$ cat config.mk
export PLATFORM = sky130hd
export DESIGN_NAME = dmem_arbiter
export DESIGN_NICKNAME = d
export VERILOG_FILES = /design/src/rtl/dmem_pkg.sv /design/src/rtl/dmem_arbiter_rr_pick2.sv /design/src/rtl/dmem_arbiter.sv
export SDC_FILE = /design/constraint.sdc
export NUM_CORES = 1
export LEC_CHECK = 0
export CORE_MARGIN = 10
export CORE_UTILIZATION = 35
export DETAILED_ROUTE_END_ITERATION = 10
export PLACE_DENSITY = 0.7
export SYNTH_ARGS = -nofsm -noshare
export SYNTH_HDL_FRONTEND = slang
export SYNTH_SLANG_ARGS = --single-unit
$ cat constraint.sdc
create_clock -name clk -period 2.6 [get_ports clk]
set_clock_uncertainty 0.15 [all_clocks]
set_input_delay 0.52 -clock clk [delete_from_list [all_inputs] [get_ports clk]]
set_output_delay 0.52 -clock clk [all_outputs]
set_load 0.02 [all_outputs]
$ cat src/rtl/dmem_pkg.sv
// Shared widths, arbiter state encoding and reset constants for the data-memory arbiter.
package dmem_pkg;

    localparam int unsigned ADDR_W = 4;
    localparam int unsigned DATA_W = 4;

    typedef enum logic [1:0] {
        IDLE  = 2'd0,
        SERVE = 2'd1,
        DONE  = 2'd2
    } arb_state_t;

    // Requester 1 counts as most recently served, so requester 0 wins the first tie.
    localparam logic LAST_RST = 1'b1;

endpackage

$ cat src/rtl/dmem_arbiter_rr_pick2.sv
// Two-way round-robin pick: a lone request wins outright, a tie goes to the requester not served last.
module rr_pick2 import dmem_pkg::*; (
    input  logic [1:0] i_req,
    input  logic       i_last,
    output logic       o_valid_c,
    output logic       o_winner_c
);

    always_comb begin
        o_valid_c  = |i_req;
        o_winner_c = 1'b0;
        if (i_req == 2'b11) begin
            o_winner_c = ~i_last;
        end else begin
            o_winner_c = i_req[1];
        end
    end

endmodule

$ cat src/rtl/dmem_arbiter.sv
// Round-robin arbiter and three-state access sequencer for the 16x4 data memory.
// Requester 0 is the datapath, requester 1 the loader/debug port.
module dmem_arbiter import dmem_pkg::*; #(
    parameter int unsigned ADDR_W = dmem_pkg::ADDR_W,
    parameter int unsigned DATA_W = dmem_pkg::DATA_W
) (
    input  logic              clk,
    input  logic              rst,
    input  logic              r0_req,
    input  logic              r1_req,
    input  logic              r0_we,
    input  logic              r1_we,
    input  logic [ADDR_W-1:0] r0_add,
    input  logic [ADDR_W-1:0] r1_add,
    input  logic [DATA_W-1:0] r0_wd,
    input  logic [DATA_W-1:0] r1_wd,
    output logic              r0_done,
    output logic              r1_done,
    output logic [DATA_W-1:0] r0_rd,
    output logic [DATA_W-1:0] r1_rd,
    output logic              busy,
    output logic [ADDR_W-1:0] M_add,
    output logic [DATA_W-1:0] M_wd,
    output logic              M_we,
    output logic              M_re,
    input  logic [DATA_W-1:0] M_rd
);

    arb_state_t        r_state;
    arb_state_t        w_state_nxt;
    logic              r_gnt;
    logic              r_last;
    logic              r_done0;
    logic              r_done1;
    logic              r_busy;
    logic [ADDR_W-1:0] r_m_add;
    logic [DATA_W-1:0] r_m_wd;
    logic              r_m_we;
    logic              r_m_re;
    logic [DATA_W-1:0] r_rd0;
    logic [DATA_W-1:0] r_rd1;

    logic              w_valid;
    logic              w_winner;
    logic              w_sel_we;
    logic [ADDR_W-1:0] w_sel_add;
    logic [DATA_W-1:0] w_sel_wd;

    rr_pick2 u_pick (
        .i_req      ({r1_req, r0_req}),
        .i_last     (r_last),
        .o_valid_c  (w_valid),
        .o_winner_c (w_winner)
    );

    assign w_sel_we  = w_winner ? r1_we  : r0_we;
    assign w_sel_add = w_winner ? r1_add : r0_add;
    assign w_sel_wd  = w_winner ? r1_wd  : r0_wd;

    always_ff @(posedge clk) begin
        if (rst) begin
            r_state <= IDLE;
        end else begin
            r_state <= w_state_nxt;
        end
    end

    always_comb begin
        w_state_nxt = r_state;
        case (r_state)
            IDLE:    if (w_valid) w_state_nxt = SERVE;
            SERVE:   w_state_nxt = DONE;
            DONE:    w_state_nxt = IDLE;
            default: w_state_nxt = IDLE;
        endcase
    end

    // Memory drive is latched from the winner in IDLE and held for exactly the SERVE cycle.
    always_ff @(posedge clk) begin
        if (rst) begin
            r_gnt   <= 1'b0;
            r_last  <= LAST_RST;
            r_done0 <= 1'b0;
            r_done1 <= 1'b0;
            r_busy  <= 1'b0;
            r_m_add <= '0;
            r_m_wd  <= '0;
            r_m_we  <= 1'b0;
            r_m_re  <= 1'b0;
            r_rd0   <= '0;
            r_rd1   <= '0;
        end else begin
            r_done0 <= 1'b0;
            r_done1 <= 1'b0;
            r_busy  <= (w_state_nxt != IDLE);
            case (r_state)
                IDLE: begin
                    if (w_valid) begin
                        r_m_add <= w_sel_add;
                        r_m_wd  <= w_sel_wd;
                        r_m_we  <= w_sel_we;
                        r_m_re  <= ~w_sel_we;
                        r_gnt   <= w_winner;
                    end
                end
                SERVE: begin
                    r_m_we  <= 1'b0;
                    r_m_re  <= 1'b0;
                    r_last  <= r_gnt;
                    r_done0 <= ~r_gnt;
                    r_done1 <= r_gnt;
                    if (r_m_re) begin
                        if (r_gnt) begin
                            r_rd1 <= M_rd;
                        end else begin
                            r_rd0 <= M_rd;
                        end
                    end
                end
                default: ;
            endcase
        end
    end

    assign r0_done = r_done0;
    assign r1_done = r_done1;
    assign r0_rd   = r_rd0;
    assign r1_rd   = r_rd1;
    assign busy    = r_busy;
    assign M_add   = r_m_add;
    assign M_wd    = r_m_wd;
    assign M_we    = r_m_we;
    assign M_re    = r_m_re;

endmodule

== Word-level counts from Yosys, hierarchy flattened ==
Index checks and enable logic that the tools add are counted.

* Eq/ne operators: 3
* Multiplexer cells: 10
* Bitwise operators: 4
* Reductions and logical operators: 9

{| class="wikitable"
|+ Operators with widths
! operator !! count
|-
| 2-to-1 mux 4 bit || 2
|-
| AND reduction 3 bit || 2
|-
| 2-to-1 mux 1 bit || 4
|-
| inverter 1 bit || 4
|-
| one-hot mux 1 bit (2 select lines) || 2
|-
| one-hot mux 2 bit (2 select lines) || 1
|-
| AND reduction 2 bit || 2
|-
| nonzero test 2 bit || 2
|-
| OR reduction 2 bit || 2
|-
| equality test 2 x 1 -> 1 bit, second input constant || 1
|-
| equality test 2 bit, second input constant || 1
|-
| zero test 2 bit || 1
|-
| 2-to-1 mux 2 bit || 1
|-
| != test 2 x 1 -> 1 bit, second input constant || 1
|}

* Bits in registers: 25
* Input bits: 26
* Output and inout port bits: 21

== Longest topological paths before layout ==
* Depth in word-level cells: 6
* Gate-level depth with buffers: 5

== Modules after synthesis ==
From an unflattened synthesis, not the netlist that was laid out.

* Cells, all modules: 97
* Area, all modules: 977.2 um^2

{| class="wikitable"
|+ Modules (own cells, without submodules)
! module !! times used !! cells an instance !! area each (um^2)
|-
| dmem_arbiter || 1 || 95 || 963.4
|-
| rr_pick2 || 1 || 2 || 13.8
|}

== Least setup slack after synthesis ==
No wires, ideal clock.

* Path type: input-to-reg
* From: input r1_req
* To: register r_m_re (netlist: M_re)
* Arrival: 1.191 ns
* Slack: 1.142 ns
* Stages: 5
* Path buffers: 1
* Path through: or2_0 -> buf_2 -> nand3b_2 -> inv_1 -> a22o_1

* Word-level cells in the longest chain between the ends: 6

{| class="wikitable"
|+ Ends and longest elaborated chain
! item !! line !! text
|-
| from (decl) || dmem_arbiter.sv:10 || <nowiki>input logic r1_req,</nowiki>
|-
| equality test 2 bit || dmem_arbiter_rr_pick2.sv:12 || <nowiki>if (i_req == 2'b11) begin</nowiki>
|-
| 2-to-1 mux 1 bit || dmem_arbiter_rr_pick2.sv:12 ||
|-
| 2-to-1 mux 1 bit || dmem_arbiter.sv:56 || <nowiki>assign w_sel_we = w_winner ? r1_we : r0_we;</nowiki>
|-
| inverter 1 bit || dmem_arbiter.sv:102 || <nowiki>r_m_re <= ~w_sel_we;</nowiki>
|-
| 2-to-1 mux 1 bit || dmem_arbiter.sv:98 || <nowiki>if (w_valid) begin</nowiki>
|-
| one-hot mux 1 bit (2 select lines) || dmem_arbiter.sv:96 || <nowiki>case (r_state)</nowiki>
|-
| to (signal assigned) || dmem_arbiter.sv:102 ||
|-
| to (decl) || dmem_arbiter.sv:39 || <nowiki>logic r_m_re;</nowiki>
|}

Parallel ways exist; a longest one is shown, timed or not. The select of a mux whose other input is x is not followed.
A chain may end at the register's enable or synchronous reset.

== Final worst setup path ==
* From: register r_m_re (netlist: M_re)
* To: output M_re

{| class="wikitable"
|+ RTL lines
! item !! line !! text
|-
| to (decl) || dmem_arbiter.sv:25 || <nowiki>output logic M_re,</nowiki>
|}

No word-level cell between the ends.

==> impl_metrics.yaml <==
outcome:
  outcome: "finished clean"
clock_tree:
  clk-insertion-delay-late_ns: 0.31
  post_cts_buffers: 0
  htreeDepth: 1
  clock_path_buffers: 2
  root_buffer: "clkbuf_4"
  post_cts_resize_count: 0
  cts_buffers: 3
  clock-sinks: 25
  path_clk_slew_ns: 0.13
  hold_buffers: 0
  cts_tree: "built"
timing:
  relSlewSlack_pct: 63.4
  final_hold_viol_count: 0
  tightest_slew_ns: 0.545
  rsz0062_at_grt: "false"
  post-route-period-util_pct: 77.5
  period_needed_ns: 2.01
  drv_slew: 0
  setup_viol: 0
  setup_slack_ns: 0.586
  tns_ns: 0
  clock.fmax_ghz: 0.497
route:
  via_per_inst: 5.05
  post_drt_wl_per_cell_um: 15.2
  drt_iter0_markers: 33
  drc: 0
  antenna_left: 0
  vias: 920
  drtPass1Iterations: 4
  drt-total-wl_mm: 2.76
layout:
  fin_cells: 182
  n_antenna_cell: 0
  final_cell_mix: "clkdlybuf4s50_1, dfxtp_1, nand2_1, mux2i_1, nor2_1"
  mostFrequentLayoutCell: "clkdlybuf4s50_1"
  drive_above_1_share_pct: 7.95
  fin_nets: 178
  syn2layout_area_growth_pct: 50.1
yosys:
  ys_types: 28
  syn-cell-area_um2: 1010
  yosysSeqAreaShare_pct: 49.5
  synthCells: 105
  synth_top_area_share_pct: 49.5
  yosysWarningCount: 0
  synth_top_area_cell: "dfxtp_1"
  synth.avg_cell_area_um2: 9.63
  synthesis.nets: 131
  ys_ff_latch: 25
  synth.area.top_cells: "dfxtp_1, mux2i_1, a311oi_1, nand2_1, a21oi_1"
place:
  gp_congestion: 0.741
  pre_cts_ws_ns: 0.370
  dp_hpwl_mm: 2.17
  portBuffers: 46
  placed_cells: 178
setup_path:
  endpoint_kind: "primary output"
  crit_family: "buffers and inverters"
  worstRegToRegCells: 3
  path_max_fanout: 4
  required_ns: 1.93
  crit_slowest_cell: "clkdlybuf4s50_1"
  cpPeakStageDelay_ns: 0.63
  crit_path_start_kind: "flop"
  critPathKind: "reg -> out"
  arrival_ns: 1.34
  worstSetupPathDepth: 1
  path_buf_inv: 1
  crit_chain: "clkdlybuf4s50_1"
global_routing:
  grt_pass1_vias: 974
  grtUsageTotal_pct: 10.2
  grt_max_degree: 14
  grt_pass1_wl_mm: 4.52
  overflow: 0
  grt_antenna_before_repair: 0
die:
  dieArea_um2: 5440
  die_h_um: 73.7
  rows: 19
  boundaryPins: 47
  start_util_pct: 36.7
  coreArea_um2: 2760
  die_x_um: 73.7
hold_path:
  hp-class: "reg -> reg"
  holdPathStages: 1
pwr:
  power_w: 0.000790
  p_leak_nw: 0.595
  pwr_density_cell_nw_per_um2: 520
  peakVddDrop_mv: 0.314
run:
  maxCapViolCount: 0
Yosys cell counts:
master and n:
nor2_2 1, mux2i_1 10, a21oi_1 9, nand2b_1 2, nand3b_2 1, a21bo_2 1
o2bb2ai_1 1, a22o_1 1, buf_2 2, clkbuf_2 1, or2_0 1, a21boi_4 1
or3_1 1, clkbuf_1 2, and2_1 1, nor3_1 1, nand4b_1 1, nor2_1 10
inv_1 2, o31ai_1 1, a21oi_2 1, o21ai_0 1, buf_6 1, nand2_1 17
and4bb_2 1, dfxtp_1 25, a311oi_1 8, nor3_2 1
final cells by class:
class | instances | area (um2)
clock buffer | 4 | 26.3
fill | 262 | 1240
inverter | 2 | 7.51
multi-input combinational | 72 | 469
sequential | 25 | 500
tap | 31 | 38.8
timing repair buffer | 48 | 475
flip-flops by register name, indices dropped and copies added (netlist names):
register and flops:
r_last 1, M_re 1, r_state 2, r_gnt 1, M_wd 4, M_add 4
r1_done 1, r0_done 1, busy 1, r0_rd 4, M_we 1, r1_rd 4
stage by stage:
| step | util [%] | instance area (um2) | hold slack [ns] |
|---|---|---|---|
| after global routing | 55.0 | 1520 | 0.359 |
| final | 55.0 | 1520 | 0.331 |
| after detailed placement | 54.1 | 1490 | 0.313 |
| after global placement | 54.1 | 1490 | 0.298 |
| after floorplan | - | 1010 | 0.325 |
| after CTS | 55.0 | 1520 | 0.336 |
layer usage:
metal  vias up  share of wire [%]  track usage [%]  wire length (um)
met5         -                  0                0                 0
met4         0               0.29             2.48                 8
met3         2                7.5             4.44               207
met2        18                 52             17.5              1440
met1       437                 40             11.2              1110
li1        463                  -                -                 -
worst paths after layout:
path	from	end	slack (ns)
max	M_re$_SDFFE_PP0P_	M_re	0.59
min	M_we$_SDFFE_PP0P_	M_we$_SDFFE_PP0P_	0.33
max reg2reg	r_state[0]$_SDFF_PP0_	M_add[1]$_SDFFE_PP0P_	1.16
min reg2reg	M_we$_SDFFE_PP0P_	M_we$_SDFFE_PP0P_	0.33
cells by family (layout without fill, tap and decap cells):
kind of cell	after synthesis	after routing	share of synthesized area, %
buf+inv	8	54	4.08
mux	10	10	9.90
simple gates	38	38	18.4
compound gates	24	24	18.1
flops	25	25	49.5
report_power, final:
| part | switching [W] | internal (W) |
|---|---|---|
| clock | 0.000107 | 0.0000598 |
| combinational | 0.0000909 | 0.000103 |
| sequential | 0.0000197 | 0.000410 |
| total | 0.000218 | 0.000572 |
No activity file was read; power rests on OpenSTA's default activity.
==> patch 1, RTL diff (config.mk and constraints unchanged) <==
Register the output `r0_done` once more, with the module's reset; this adds one clock of latency there. The other outputs are not delayed to match.
--- a/src/rtl/dmem_arbiter.sv
+++ b/src/rtl/dmem_arbiter.sv
@@ -122,7 +122,13 @@
         end
     end
 
-    assign r0_done = r_done0;
+    always_ff @(posedge clk) begin
+        if (rst) begin
+            r0_done <= '0;
+        end else begin
+            r0_done <= r_done0;
+        end
+    end
     assign r1_done = r_done1;
     assign r0_rd   = r_rd0;
     assign r1_rd   = r_rd1;
Function: changed (Yosys sat finds a counterexample within 4 cycles, from zero or initial values and one cycle with rst high).
==> patch 1 against the unedited design <==
Synthesized area up 1.6%; design area up 2.1%; wire length down 2.6%; first-iteration DRC count up 24%; worst setup slack better by 0.0026 ns; clock power up 18%; combinational power up 3%; utilization up 0.70 points; non-clock buffer count unchanged; total power up 6.5%; sequential cell count up 1; critical endpoint unchanged.
==> patch 1: results (changes against the unedited design) <==
Synth
  • Mapped Nets: 135 (+3.1%)
  • Netlist cell types: 25 (-11%)
  • Register area share after synthesis: 0.507 (+0.0116)
  • Mean cell area of the mapped netlist: 9.42 um^2 (-2.1%)
  • Post-synth top cells: dfxtp_1 (26), nor2_1 (21), nand2_1 (20), mux2i_1 (8), a311oi_1 (7)
  • Most area-consuming cells after synthesis: dfxtp_1 (51%), mux2i_1 (7.8%), nor2_1 (7.7%), nand2_1 (7.3%), a311oi_1 (6.0%)

Power
  • Part of the power in registers: 0.531 (-0.013)
  • Internal power: 617 uW (+7.7%)
  • Worst vdd ir: 425 uV (+35%)
  • Clock share of power: 0.234 (+0.023)
  • Pwr Total: 841 uW (+6.5%)
  • P_leak: 0.612 nW (+2.8%)

Timing
  • Minimum hold slack: 0.308 ns (-0.0227 ns)
  • Final worst path period need: 2.01 ns (-0.00260 ns)
  • Actual slew at the worst max-slew pin: 0.614 ns (+0.0686 ns)

Critical path
  • R2R Path End: M_add[0]
  • Setup crit start: M_re
  • R2R Setup Slk: 1.04 ns (-0.12 ns)

Placed design
  • Placed insts: 183 (+2.8%)
  • GPL Wtd Cong: 0.813 (+9.7%)
  • Area after DPL: 0.00151 mm^2 (+1.5%)
  • Place WS: 0.339 ns (-0.0309 ns)
  • Detailed Place HPWL: 2200 um (+1.2%)

Route
  • WL final: 2690 um (-2.6%)
  • Met3 routed WL: 95 um (-54%)
  • Met1 Routed Length: 1060 um (-4.2%)
  • Detailed Route Iter0 Violations: 41 (+24%)
  • Detailed-route via count: 903 (-1.8%)
  • Metal2 WL: 1530 um (+6.7%)

GRT
  • Global-route wire length before repair: 4420 um (-2.1%)
  • Largest net degree at the start of global routing: 19 (+5)
  • All-Layer GR Usage: 0.0992 (-0.00291)

Cells and area
  • Final non-filler cell total: 187 (+2.7%)
  • Fraction of layout cells with a size suffix above 1: 0.0962 (+0.0167)
  • FILL cells: 277 (+5.7%)

Outcome
  • Status: finished clean

Min path
  • Hold EP: r0_done
  • Hold Crit Start: r_done0
[patch 1: changes by cell type after synthesis, sizes merged, moves of 2 or more]
| cell | unedited run | this run |
|---|---|---|
| inv | 2 | 0 |
| nand2 | 17 | 20 |
| buf | 3 | 1 |
| a21oi | 10 | 2 |
| nor2 | 11 | 23 |
| mux2i | 10 | 8 |
| nand3 | 0 | 2 |
[patch 1: per-layer routing]
layer / vias up / GRT usage
met5: - / 0
met4: 0 / 0.0311
met3: 0 / 0.0199
met2: 12 / 0.190
met1: 424 / 0.104
li1: 467 / -
[patch 1: area by class of cell]
class,instances,area [um^2],area share
clock buffer,4,36.3,0.0234
tap,31,38.8,0.0250
sequential,26,520,0.336
timing repair buffer,48,475,0.307
multi-input combinational,78,479,0.309
[patch 1: kinds of logic after synthesis]
group / Yosys count / share of synthesized area
AND/OR/NAND/NOR: 54 / 0.257
flip-flops: 26 / 0.507
buffers and inverters: 5 / 0.0268
multiplexers: 8 / 0.0780
AO/OA/AOI/OAI: 16 / 0.132
==> patch 2, RTL diff (same settings) <==
Made on the original files. The package constant `ADDR_W` goes from 4 to 3.
--- a/src/rtl/dmem_pkg.sv
+++ b/src/rtl/dmem_pkg.sv
@@ -1,7 +1,7 @@
 // Shared widths, arbiter state encoding and reset constants for the data-memory arbiter.
 package dmem_pkg;
 
-    localparam int unsigned ADDR_W = 4;
+    localparam int unsigned ADDR_W = 3;
     localparam int unsigned DATA_W = 4;
 
     typedef enum logic [1:0] {
Ports: changed (resized M_add, r0_add and r1_add); port bits go from 47 to 44. No check against the original RTL was run, so the function may have changed too.
==> patch 2 against the unedited design <==
Combinational power shrank 6%; synthesized area fell by 4.1%; critical path depth unchanged; design area shrank 3.4%; final cell count down 7.7%; worst setup slack improved by 0.0017 ns; sequential cell count fell by 1; via count shrank 10%; wire length decreased by 7.2%; total power grew 8.8%; critical path type unchanged; largest cell class unchanged; largest power group unchanged.
==> patch 2: results (changes against the unedited design) <==
Critical path
  • Setup crit start: M_re
  • Worst r2r src: r_state[0]
  • CP max stage cell: clkdlybuf4s50_1
  • Worst-path fanout max: 4 (unchanged)
  • Largest stage delay, worst path: 0.63 ns (about the same)

GRT
  • Largest net degree at the start of global routing: 17 (+3)
  • All-Layer GR Usage: 0.0981 (-0.00395)
  • Initial antenna violation count: 0 (unchanged)
  • Vias in the first global route: 844 (-13%)
  • Routing usage on met3: 0.0204 (-0.0240)
  • Grt met1 use: 0.111 (-0.00121)
  • Global-route wire length before repair: 4200 um (-7.0%)
  • M2 GR Usage: 0.174 (-0.000816)

Synth
  • Main synth FF type: dfxtp_1
  • Mapped Cells: 94 (-10%)
  • Register area share after synthesis: 0.495 (about the same)
  • Post-synth top cells: dfxtp_1 (24), mux2i_1 (17), nor2_1 (10), a21oi_1 (9), a211oi_1 (7)
  • Ys Warns: 0 (unchanged)
  • Mapped Nets: 118 (-9.9%)
  • Most area-consuming cells after synthesis: dfxtp_1 (50%), mux2i_1 (18%), a211oi_1 (5.4%), a21oi_1 (4.6%), nor2_1 (3.9%)
  • Netlist cell types: 27 (-3.6%)

Min path
  • Type of the worst min-delay path: flop to flop
  • Hold Crit Start: r1_rd[0]

CTS
  • Root Driver: clkbuf_4
  • Clock buffer depth: 2 (unchanged)
  • CTS resizes: 0 (unchanged)
  • H-tree levels: 1 (unchanged)
  • Clock transition at the registers of the reported paths: 0.14 ns
  • Setup Fix Bufs, Post-CTS: 0 (unchanged)

Timing
  • Actual slew at the worst max-slew pin: 0.618 ns (+0.0724 ns)

Cells and area
  • Nets@finish: 162 (-9.0%)
  • FILL cells: 252 (-3.8%)
  • Area Overhead vs Synth: 51.2%
  • Final non-filler cell total: 168 (-7.7%)
  • Fraction of layout cells with a size suffix above 1: 0.0803 (+0.000822)

Placed design
  • Detailed Place HPWL: 1980 um (-9.1%)
  • GPL Wtd Cong: 0.803 (+8.4%)
  • Area after DPL: 0.00141 mm^2 (-5.2%)
  • Place WS: 0.522 ns (+0.152 ns)
  • Placed insts: 164 (-7.9%)
  • I/O Buffers: 43 (-6.5%)

Outcome
  • Status: finished clean

Route
  • Detailed Route Iter0 Violations: 47 (+42%)
  • Detailed-route via count: 824 (-10%)
  • WL per Instance: 15.3 um (+0.49%)

Power
  • Worst vdd ir: 465 uV (+48%)
  • P_leak: 0.579 nW (-2.8%)
  • Sw Share: 0.249 (-0.0265)
## patch 2: changes by cell type in the layout (fill, tap and decap cells not counted), sizes merged, moves of 3 or more
| cell | delta |
|---|---|
| clkdlybuf4s50 | -3 |
| mux2i | +7 |
| a311oi | -8 |
| a211oi | +7 |
| nand2 | -15 |
## patch 2: layout make-up
type                       count  area share
sequential                    24       0.328
timing repair buffer          45       0.304
multi-input combinational     62       0.301
tap                           31      0.0265
clock inverter                 1      0.0205
clock buffer                   3      0.0154
inverter                       2     0.00512
## patch 2: layer usage
layer,wire (um),vias up
met2,1410,16
met4,36,0
li1,-,423
met3,106,4
met5,0,-
met1,1010,381
## patch 2: cells by family (layout without fill, tap and decap cells)
family	count (synthesis)	after routing	share of synthesized area
simple gates	24	24	0.135
flops	24	24	0.495
buf+inv	8	51	0.0490
mux	17	17	0.175
compound gates	21	21	0.145
## patch 2: power by group through the flow
stage	logic (mW)	clock network [mW]	registers (mW)
6_report	0.181	0.269	0.409
5_1_grt	0.198	0.283	0.413
4_1_cts	0.183	0.274	0.409
3_5_place_dp	0.182	0	0.418
3_3_place_gp	0.179	0	0.418
2_1_floorplan	0.0722	0	0.438
## patch 2: worst paths after layout
path	endpoint	cells past startpoint	slack [ns]
setup / recovery	M_re	1	0.59
hold / removal	r1_rd[0]	2	0.36
setup reg to reg	M_wd[0]	2	1.19
hold reg to reg	r1_rd[0]	2	0.36
## patch 2: worst register-to-register path: stages, from the launching register on
cell and delay (ns):
dfxtp_1 0.40, nor3_2 0.56, a211oi_1 0.17
